## config.mk

```make
export PLATFORM = sky130hd
export DESIGN_NAME = loop_ctrl_arb_flat
export DESIGN_NICKNAME = d
export VERILOG_FILES = /design/src/rtl/loop_ctrl_pkg.sv /design/src/rtl/loop_ctrl_arb_if.sv /design/src/rtl/rr_pick4.sv /design/src/rtl/loop_ctrl_arb.sv /design/src/flat_wrapper.sv
export SDC_FILE = /design/constraint.sdc
export NUM_CORES = 1
export LEC_CHECK = 0
export ABC_AREA = 1
export ABC_CLOCK_PERIOD_IN_PS = 1800
export BUFFER_PORTS_ARGS = -buffer_cell sky130_fd_sc_hd__buf_2
export CORE_MARGIN = 3
export CORE_UTILIZATION = 40
export CTS_BUF_LIST = sky130_fd_sc_hd__clkbuf_8
export CTS_CLUSTER_DIAMETER = 100
export CTS_CLUSTER_SIZE = 8
export DETAILED_ROUTE_END_ITERATION = 16
export GPL_TIMING_DRIVEN = 0
export SLEW_MARGIN = 20
export SYNTH_ARGS = -nofsm -noshare
export SYNTH_HDL_FRONTEND = slang
export SYNTH_HIERARCHICAL = 1
export SYNTH_SLANG_ARGS = --single-unit
```

## constraint.sdc

```tcl
create_clock -name clk -period 1.8 [get_ports clk]
set_clock_uncertainty 0.1 [all_clocks]
set_input_delay 0.45 -clock clk [delete_from_list [all_inputs] [get_ports clk]]
set_output_delay 0.45 -clock clk [all_outputs]
set_load 0.005 [all_outputs]
```

## src/rtl/loop_ctrl_pkg.sv

```systemverilog
// Shared types for the loop-control arbiters: requester count, grant index
// type, sequencer states and a one-hot helper.
package loop_ctrl_pkg;

  localparam int unsigned NREQ_C = 4;

  typedef logic [$clog2(NREQ_C)-1:0] gnt_id_t;

  typedef enum logic [1:0] {
    IDLE,
    GRANT,
    GAP,
    ARB
  } state_t;

  function automatic logic [NREQ_C-1:0] id_onehot(input gnt_id_t id);
    return NREQ_C'(1) << id;
  endfunction

endpackage

```

## src/rtl/loop_ctrl_arb_if.sv

```systemverilog
// Request/grant bundle between the four requesters and the nor4 arbiter.
interface loop_ctrl_arb_if;
  import loop_ctrl_pkg::*;

  logic                en;
  logic [NREQ_C-1:0]   req;
  logic [NREQ_C-1:0]   gnt;
  gnt_id_t             gnt_id;
  logic                busy;
  logic                idle;
  logic                preempt;

  modport master (
    output en, req,
    input  gnt, gnt_id, busy, idle, preempt
  );

  modport slave (
    input  en, req,
    output gnt, gnt_id, busy, idle, preempt
  );

endinterface

```

## src/rtl/rr_pick4.sv

```systemverilog
// Combinational 4-way round-robin picker: first active request at or after
// ptr, wrapping around.
module rr_pick4 (
  input  logic [3:0] req,
  input  logic [1:0] ptr,
  output logic       valid,
  output logic [1:0] winner
);

  logic [1:0] idx;

  // Scan from the farthest offset down to ptr so the nearest request wins.
  always_comb begin
    valid  = 1'b0;
    winner = ptr;
    idx    = '0;
    for (int unsigned i = 0; i < 4; i++) begin
      idx = ptr + 2'(3 - i);
      if (req[idx]) begin
        valid  = 1'b1;
        winner = idx;
      end
    end
  end

endmodule

```

## src/rtl/loop_ctrl_arb.sv

```systemverilog
// Round-robin arbiter with break-before-make sequencing for the shared nor4
// datapath: dead gap between grants, forced handoff after MAX_HOLD, and a
// registered "no requester active" flag.
module loop_ctrl_arb
  import loop_ctrl_pkg::*;
#(
  parameter int unsigned NREQ       = 4,
  parameter int unsigned MAX_HOLD   = 16,
  parameter int unsigned GAP_CYCLES = 1
) (
  input  logic           clk,
  input  logic           rst_n,
  loop_ctrl_arb_if.slave bus
);

  localparam int unsigned HW = $clog2(MAX_HOLD + 1);
  localparam int unsigned GW = (GAP_CYCLES > 1) ? $clog2(GAP_CYCLES) : 1;

  state_t            state_q, state_d;
  logic [NREQ-1:0]   gnt_q, gnt_d;
  gnt_id_t           id_q, id_d;
  gnt_id_t           ptr_q, ptr_d;
  logic [HW-1:0]     hold_q, hold_d;
  logic [GW-1:0]     gap_q, gap_d;
  logic              busy_q, idle_q, preempt_q, preempt_d;

  logic              pick_valid;
  gnt_id_t           pick_id;
  logic [NREQ-1:0]   others;
  logic              hold_full;
  logic              gap_done;
  logic              handoff;
  logic              do_pick;

  rr_pick4 u_pick (
    .req    (bus.req),
    .ptr    (ptr_q),
    .valid  (pick_valid),
    .winner (pick_id)
  );

  assign others    = bus.req & ~id_onehot(id_q);
  assign hold_full = (32'(hold_q) == MAX_HOLD);
  assign gap_done  = (32'(gap_q) + 32'd1 >= GAP_CYCLES);

  // Next-state, grant and counter logic.
  always_comb begin
    state_d   = state_q;
    gnt_d     = gnt_q;
    id_d      = id_q;
    ptr_d     = ptr_q;
    hold_d    = hold_q;
    gap_d     = gap_q;
    preempt_d = 1'b0;
    handoff   = 1'b0;
    do_pick   = 1'b0;

    unique case (state_q)
      IDLE: begin
        if (bus.en && pick_valid) do_pick = 1'b1;
      end
      GRANT: begin
        if (!bus.en) begin
          state_d = IDLE;
          gnt_d   = '0;
        end else if (!bus.req[id_q]) begin
          handoff = 1'b1;
        end else if (hold_full && (|others)) begin
          preempt_d = 1'b1;
          handoff   = 1'b1;
        end else if (!hold_full) begin
          hold_d = hold_q + HW'(1);
        end
      end
      GAP: begin
        if (!bus.en)       state_d = IDLE;
        else if (gap_done) state_d = (|bus.req) ? ARB : IDLE;
        else               gap_d   = gap_q + GW'(1);
      end
      ARB: begin
        if (!bus.en)         state_d = IDLE;
        else if (pick_valid) do_pick = 1'b1;
        else                 state_d = IDLE;
      end
      default: state_d = IDLE;
    endcase

    // Without a gap the re-pick happens in the GRANT exit cycle itself; the
    // pointer already sits past the holder, so the picker never returns it.
    if (handoff) begin
      gnt_d = '0;
      if (GAP_CYCLES == 0) begin
        if (pick_valid) do_pick = 1'b1;
        else            state_d = IDLE;
      end else begin
        state_d = GAP;
        gap_d   = '0;
      end
    end

    if (do_pick) begin
      state_d = GRANT;
      gnt_d   = id_onehot(pick_id);
      id_d    = pick_id;
      ptr_d   = pick_id + 2'd1;
      hold_d  = '0;
    end
  end

  // State, counters and registered outputs.
  always_ff @(posedge clk or negedge rst_n) begin
    if (!rst_n) begin
      state_q   <= IDLE;
      gnt_q     <= '0;
      id_q      <= '0;
      ptr_q     <= '0;
      hold_q    <= '0;
      gap_q     <= '0;
      busy_q    <= 1'b0;
      idle_q    <= 1'b1;
      preempt_q <= 1'b0;
    end else begin
      state_q   <= state_d;
      gnt_q     <= gnt_d;
      id_q      <= id_d;
      ptr_q     <= ptr_d;
      hold_q    <= hold_d;
      gap_q     <= gap_d;
      busy_q    <= (state_d != IDLE);
      idle_q    <= (state_d == IDLE) && !(|bus.req);
      preempt_q <= preempt_d;
    end
  end

  assign bus.gnt     = gnt_q;
  assign bus.gnt_id  = id_q;
  assign bus.busy    = busy_q;
  assign bus.idle    = idle_q;
  assign bus.preempt = preempt_q;

endmodule

```

## src/flat_wrapper.sv

```systemverilog
// flat-port wrapper written by rule: the top's interface ports become plain ports
module loop_ctrl_arb_flat import loop_ctrl_pkg::*;
#(
  parameter int unsigned NREQ       = 4,
  parameter int unsigned MAX_HOLD   = 16,
  parameter int unsigned GAP_CYCLES = 1
)
  (clk, rst_n, bus_en, bus_req, bus_gnt, bus_gnt_id, bus_busy, bus_idle, bus_preempt);
  loop_ctrl_arb_if bus_i ();
  input  logic clk;
  input  logic rst_n;
  input wire logic [$bits(bus_i.en)-1:0] bus_en;
  input wire logic [$bits(bus_i.req)-1:0] bus_req;
  output wire logic [$bits(bus_i.gnt)-1:0] bus_gnt;
  output wire logic [$bits(bus_i.gnt_id)-1:0] bus_gnt_id;
  output wire logic [$bits(bus_i.busy)-1:0] bus_busy;
  output wire logic [$bits(bus_i.idle)-1:0] bus_idle;
  output wire logic [$bits(bus_i.preempt)-1:0] bus_preempt;
  assign bus_i.en = bus_en;
  assign bus_i.req = bus_req;
  assign bus_gnt = bus_i.gnt;
  assign bus_gnt_id = bus_i.gnt_id;
  assign bus_busy = bus_i.busy;
  assign bus_idle = bus_i.idle;
  assign bus_preempt = bus_i.preempt;
  loop_ctrl_arb #(.NREQ(NREQ), .MAX_HOLD(MAX_HOLD), .GAP_CYCLES(GAP_CYCLES)) u_core (.clk(clk), .rst_n(rst_n), .bus(bus_i));
endmodule
```

==> metrics.cfg, run 1 <==
[run_status]
status = complete, but fails checks
violations = negative setup slack

[layout]
drive_gt1_share_pct = 46.2
ff_latch_area_sq_um = 453
area_delta_synth_final_pct = 37.9
nets = 229
fin_area_sq_um = 1830
utilization_pct = 58.8
fillCellCount = 288
antennaDiodeCount = 0
multi_input_comb_area_sq_um = 950

[setup_path]
crit_arrival_ns = 1.99
required_ns = 1.85
r2r-start = u_core/ptr_q[0]$_DFFE_PN0P_
crit_path_end_kind = flip-flop
worstPathMaxFanout = 6
startpoint_type = flip-flop
crit_type = reg2reg
startpoint = u_core/ptr_q[0]$_DFFE_PN0P_

[clock_network]
cts_root_buffer = clkbuf_8
cts_max_path_buffers = 2
htree_levels = 1
clkTransAtPathRegs_ns = 0.07
clock_sinks = 18
cts_tree = built
cts_inserted_buffers = 3
insertion_delay_ns = 0.25
cts_hold_buf = 0

[pwr]
seq_power_share_pct = 21.8
switching_share_pct = 48.3
peakVddDrop_mv = 0.796
clkPwrFrac_pct = 9.8
p_int_uw = 1730
power_leakage_uw = 0.000919
power_density_nw_per_um2 = 1830
power_uw = 3340
comb_power_share_pct = 68.5
switching_power_uw = 1610

[synthesis]
synth_nets = 198
synth_ff_type = dfrtp_1
synthCells = 180
synth_top_area_cell = dfrtp_1
synthArstFlopShare_pct = 100
synth_enable_flop_cells = 0
ys_seq_area_share_pct = 34.1
ys_seq_elements = 18
yosysUniqueCellTypes = 26
ys_warn_count = 6
synth.avg_cell_area_sq_um = 7.35
synth.area.top_cells = dfrtp_1 32%, nand2_1 16%, ha_1 10%
synth_top_area_share_pct = 32.1
netlist_area_sq_um = 1320

[global_route]
grt_use_total_pct = 15.7
grt_pass1_wl_um = 5110
grt_overflow = 0
grt_antenna_before_repair = 0
grt_pass1_vias = 1174
grt_max_degree = 19

[timing]
final-hold-violation-count = 0
setup_viol = 17
rsz0062_at_grt = yes
max_freq_mhz = 516
period_share_pct = 108
layout_min_cycle_time_ns = 1.94
max_slew_margin_pct = 72.4
setup_ws_ns = -0.136
slew_viol_final = 0
tightest_slew_ns = 0.415

[floorplanning]
core_area_sq_um = 3100
initial_core_util_pct = 42.7
dieArea_sq_um = 4040
fp-row-count = 20
die_w_um = 63.5
die-height_um = 63.5
io_pins = 16

[routing]
drtIter0Drc = 46
drt_wl_total_um = 3400
ant_nets = 0
vias = 1290
viasPerCell = 5.08
drc_errors = 0
wl_per_cell_um = 13.4
firstDrtPassIters = 4

[placed_design]
gp_congestion = 0.906
hpwl_um = 2160
dpl_cell_area_sq_um = 1450
io_buffers = 15
dp_slack_ns = -0.357

[job]
maxCapViolations = 0

[hold_path]
hold_class = in2async

## metrics by stage
step	TNS, ns	cells	hold slack [ns]
floorplan	0	180	0.0544
global placement	-3.49	239	0.305
detailed placement	-4.16	239	0.310
CTS	-1.31	247	0.0272
global route	-3.70	254	0.0396
finish	-1.70	254	0.0181
## registers in the layout (all words and copies together) (netlist names)
signal,flops
u_core/bus.gnt,4
u_core/bus.idle,1
u_core/bus.preempt,1
u_core/bus.busy,1
u_core/state_q,2
u_core/bus.gnt_id,2
u_core/ptr_q,2
u_core/hold_q,5
## cells by family (layout without fill, tap and decap cells)
| group | Yosys count | count (layout) | synth area share [%] |
|---|---|---|---|
| buffers and inverters | 28 | 57 | 9.45 |
| adders and majority gates | 11 | 11 | 10.4 |
| xor gates and xnor gates | 1 | 1 | 0.662 |
| AOI/OAI and AO/OA | 20 | 21 | 9.26 |
| DFF | 18 | 18 | 34.1 |
| and+or+nand+nor | 102 | 102 | 36.1 |
## worst max-delay path, stage by stage (launching register included)
cell	delay, ns
dfrtp_1	0.41
buf_6	0.15
inv_8	0.07
nand2_2	0.05
nand2_2	0.08
nand2_2	0.06
nand2_2	0.09
nor2_2	0.05
nand3_2	0.08
nand2_2	0.07
nor2_4	0.17
o21ai_4	0.13
clkbuf_16	0.18
nand3_2	0.06
nand2_1	0.05
## layout by cell type (no fill, tap or decap), types with 2 or more instances in the layout
master	Yosys	layout
a21oi_2	0	2
a21oi_4	0	2
buf_2	0	16
buf_4	0	5
buf_6	1	4
clkbuf_8	1	4
dfrtp_1	17	16
ha_1	11	10
inv_1	22	18
inv_2	3	5
inv_4	1	2
nand2_1	58	38
nand2_2	6	23
nand2_4	1	4
nand3_1	21	11
nand3_2	1	11
nand4_4	2	2
nor2_1	10	8
nor2_2	1	2
nor3_1	2	2
o21ai_0	6	3
o21ai_1	5	5
o21ai_2	1	4
o21ai_4	1	2
## synth_stat cells (2+ instances only)
cell and number:
o21ai_1 5, inv_1 22, nand2_1 58, nand3_1 21, nand4_4 2, dfrtp_1 17, nor2_1 10, nand2_2 6
ha_1 11, inv_2 3, a21oi_1 4, nor3_1 2, o21ai_0 6
## area by class of cell
type | count | area share, %
Multi-Input combinational cell | 135 | 52.0
Sequential cell | 18 | 24.8
Timing Repair Buffer | 25 | 9.66
Inverter | 26 | 6.03
Clock buffer | 4 | 3.02
Tap cell | 44 | 3.02
Buffer | 2 | 1.44
## timing repair
item / CTS / global route
gates cloned: 0 / 3
pin swaps: 3 / 19
setup buffers: 4 / 4
gates resized for setup: 13 / 52
endpoints found under the setup margin: 17 / 17
## power groups by stage
stage               sequential (uW)  clock [uW]  combinational [uW]
floorplan                       678           0                1140
global placement                690           0                1430
detailed placement              698           0                1470
CTS                             699         341                1650
global route                    746         358                2530
finish                          726         326                2290
## layer usage
layer | wire [um] | global-route usage [%] | vias to the layer above
met5 | 0 | 0 | -
met4 | 44 | 4.04 | 0
met2 | 1880 | 29.2 | 30
met1 | 1370 | 18.1 | 622
li1 | - | - | 631
met3 | 99 | 3.21 | 7
## path summary, 6_finish.rpt
path                                                     to  slack (ns)  cells after the start
max reg2reg                   u_core/bus.gnt[2]$_DFFE_PN0P_       -0.14                     14
min in group clk                  u_core/bus.idle$_DFF_PN1_        0.42                      4
min                        u_core/bus.gnt_id[0]$_DFFE_PN0P_        0.02                      1
max in group asynchronous         u_core/bus.idle$_DFF_PN1_        1.25                      1
min reg2reg                   u_core/bus.gnt[1]$_DFFE_PN0P_        0.42                      2
max                           u_core/bus.gnt[2]$_DFFE_PN0P_       -0.14                     14
(Power assumes the default switching activity.)
==> run 2: changes to the inputs <==
--- a/config.mk
+++ b/config.mk
@@ -15,6 +15,7 @@
 export CTS_CLUSTER_SIZE = 8
 export DETAILED_ROUTE_END_ITERATION = 16
 export GPL_TIMING_DRIVEN = 0
+export RECOVER_POWER = 50
 export SLEW_MARGIN = 20
 export SYNTH_ARGS = -nofsm -noshare
 export SYNTH_HDL_FRONTEND = slang
==> run 2 against run 1 <==
Utilization about the same; clock power about the same; count of clock-buffer cells in the layout unchanged; sequential share of layout area about the same; the run still ends with negative setup slack left; largest power group unchanged; final cell count unchanged.
==> metrics.cfg, run 2 (same netlist as run 1, synthesis figures left out) <==
[setup_path]
r2r-end = u_core/bus.gnt[2]$_DFFE_PN0P_
crit_path_end_kind = flip-flop
crit_type = reg2reg
r2r-start = u_core/ptr_q[0]$_DFFE_PN0P_
timing.reg2reg.setup_slack_ns = -0.13  ; about the same
cp_slowest_stage_delay_ns = 0.41  ; about the same
worst_path_max_delay_cell = dfrtp_1
startpoint_type = flip-flop
r2r.worst_path.cells = 14  ; unchanged
required_ns = 1.85  ; about the same
worstPathMaxFanout = 6  ; unchanged
crit_arrival_ns = 1.99  ; about the same
crit_chain = buf_6 > inv_8 > nand2_2 > nand2_2 > nand2_2 > nand2_2 > nor2_2 > nand3_2 > nand2_2 > nor2_4 > o21ai_4 > clkbuf_16 > nand3_2 > nand2_1
cpMostUsedCell = nand2_2

[timing]
period_share_pct = 107  ; about the same
rsz0062_at_grt = yes
tightest_slew_ns = 0.987  ; +0.572 ns
slew_viol_final = 0  ; unchanged
max_slew_margin_pct = 34.2  ; -38 points
max_freq_mhz = 517  ; about the same
setup_ws_ns = -0.135  ; +0.00155 ns
setup_viol = 17  ; unchanged
layout_min_cycle_time_ns = 1.93  ; -0.00155 ns
final-hold-violation-count = 0  ; unchanged
fin_setup_tns_ns = -1.67  ; +0.0222 ns

[clock_network]
cts_tree = built
cts_max_path_buffers = 2  ; unchanged
insertion_delay_ns = 0.25  ; about the same
clkTransAtPathRegs_ns = 0.07  ; about the same
clock_sinks = 18  ; unchanged
cts_root_buffer = clkbuf_8
cts_inserted_buffers = 3  ; unchanged
htree_levels = 1  ; unchanged
cts_hold_buf = 0  ; unchanged

[floorplanning]
die_w_um = 63.5  ; unchanged
fp-row-count = 20  ; unchanged
core_area_sq_um = 3100  ; unchanged
io_pins = 16  ; unchanged
die-height_um = 63.5  ; unchanged
initial_core_util_pct = 42.7  ; unchanged
dieArea_sq_um = 4040  ; unchanged

[placed_design]
dp_slack_ns = -0.357  ; unchanged
gp_congestion = 0.906  ; unchanged
io_buffers = 15  ; unchanged
dpl_cell_area_sq_um = 1450  ; unchanged
hpwl_um = 2160  ; unchanged

[routing]
firstDrtPassIters = 4  ; unchanged
vias = 1280  ; -0.78%
drc_errors = 0  ; unchanged
wl_per_cell_um = 13.3  ; -0.59%
viasPerCell = 5.04  ; -0.78%
drt_wl_total_um = 3380  ; -0.59%
ant_nets = 0  ; unchanged
drtIter0Drc = 45  ; -2.2%

[pwr]
power_uw = 3340  ; about the same
power_density_nw_per_um2 = 1830  ; about the same
power_leakage_uw = 0.000917  ; -0.30%
peakVddDrop_mv = 0.796  ; about the same

[hold_path]
hold_class = in2async

[layout]
largest-register = u_core/hold_q
antennaDiodeCount = 0  ; unchanged
area_delta_synth_final_pct = 37.8  ; about the same
final_cell_mix = 38 x nand2_1, 23 x nand2_2, 18 x inv_1
largest_reg_flops = 5  ; unchanged
fin_area_sq_um = 1820  ; about the same
final_common_cell = nand2_1
nets = 229  ; unchanged
drive_gt1_share_pct = 45.7  ; -0.48 points

[global_route]
grt_overflow = 0  ; unchanged
grt_pass1_vias = 1174  ; unchanged
grt_pass1_wl_um = 5110  ; unchanged
grt_antenna_before_repair = 0  ; unchanged
grt_max_degree = 19  ; unchanged
grt_use_total_pct = 15.7  ; unchanged

[job]
maxCapViolations = 0  ; unchanged

[run_status]
violations = negative setup slack
status = complete, but fails checks

==> run 2: cell types whose count changed in the layout (fill, tap and decap cells not counted), sizes merged <==
cell,before,now
buf,26,25
clkbuf,5,6
==> run 2: cell type report <==
type	instances	area, sq um
fillers	289	1280
multi-input cells	135	950
flip-flops and latches	18	453
repair buffers	25	175
inverters	26	110
clock buffers	4	55.1
well taps	44	55.1
plain buffers	2	26.3
==> run 2: worst max-delay path by stage <==
stage,cells past startpoint,slack [ns],start,endpoint
floorplan,14,0.02,u_core/ptr_q[0]$_DFFE_PN0P_,u_core/hold_q[2]$_DFFE_PN0P_
global route,14,-0.26,u_core/ptr_q[0]$_DFFE_PN0P_,u_core/bus.gnt[2]$_DFFE_PN0P_
CTS,14,-0.10,u_core/ptr_q[0]$_DFFE_PN0P_,u_core/bus.gnt[1]$_DFFE_PN0P_
global placement,13,-0.29,bus_req[1],u_core/hold_q[2]$_DFFE_PN0P_
detailed placement,13,-0.36,bus_req[1],u_core/hold_q[2]$_DFFE_PN0P_
finish,14,-0.13,u_core/ptr_q[0]$_DFFE_PN0P_,u_core/bus.gnt[2]$_DFFE_PN0P_
==> run 2: repair_timing <==
item	CTS	global route
resized for setup	13	52
pin swaps	3	19
setup endpoints to repair	17	17
setup buffers	4	4
cloned	0	3
==> run 2: power by group <==
| part | internal, uW | leakage, uW | total [uW] | switching [uW] |
|---|---|---|---|---|
| combinational | 972 | 0.000656 | 2280 | 1310 |
| sequential | 559 | 0.000231 | 726 | 167 |
| clock | 194 | 0.0000288 | 326 | 132 |
==> run 2: critical path, delay by kind of cell, from the launching register on <==
kind / cells / cell delay (ns)
and+or+nand+nor: 10 / 0.76
DFF: 1 / 0.41
buffers and inverters: 3 / 0.40
AOI/OAI and AO/OA: 1 / 0.13
==> run 2: metrics by stage <==
step	util, %	std cells	hold WS, ns
after CTS	51.0	247	0.0272
after global routing	58.8	254	0.307
final	58.8	254	0.231
after global placement	46.9	239	0.305
after detailed placement	46.9	239	0.310
after floorplan	-	180	0.0544
==> run 2: routing by layer <==
metal / vias to the layer above / track usage, % / share of wire, %
li1: 631 / - / -
met1: 618 / 18.1 / 40
met2: 24 / 29.2 / 56
met3: 7 / 3.21 / 2.7
met4: 0 / 4.04 / 1.3
met5: - / 0 / 0
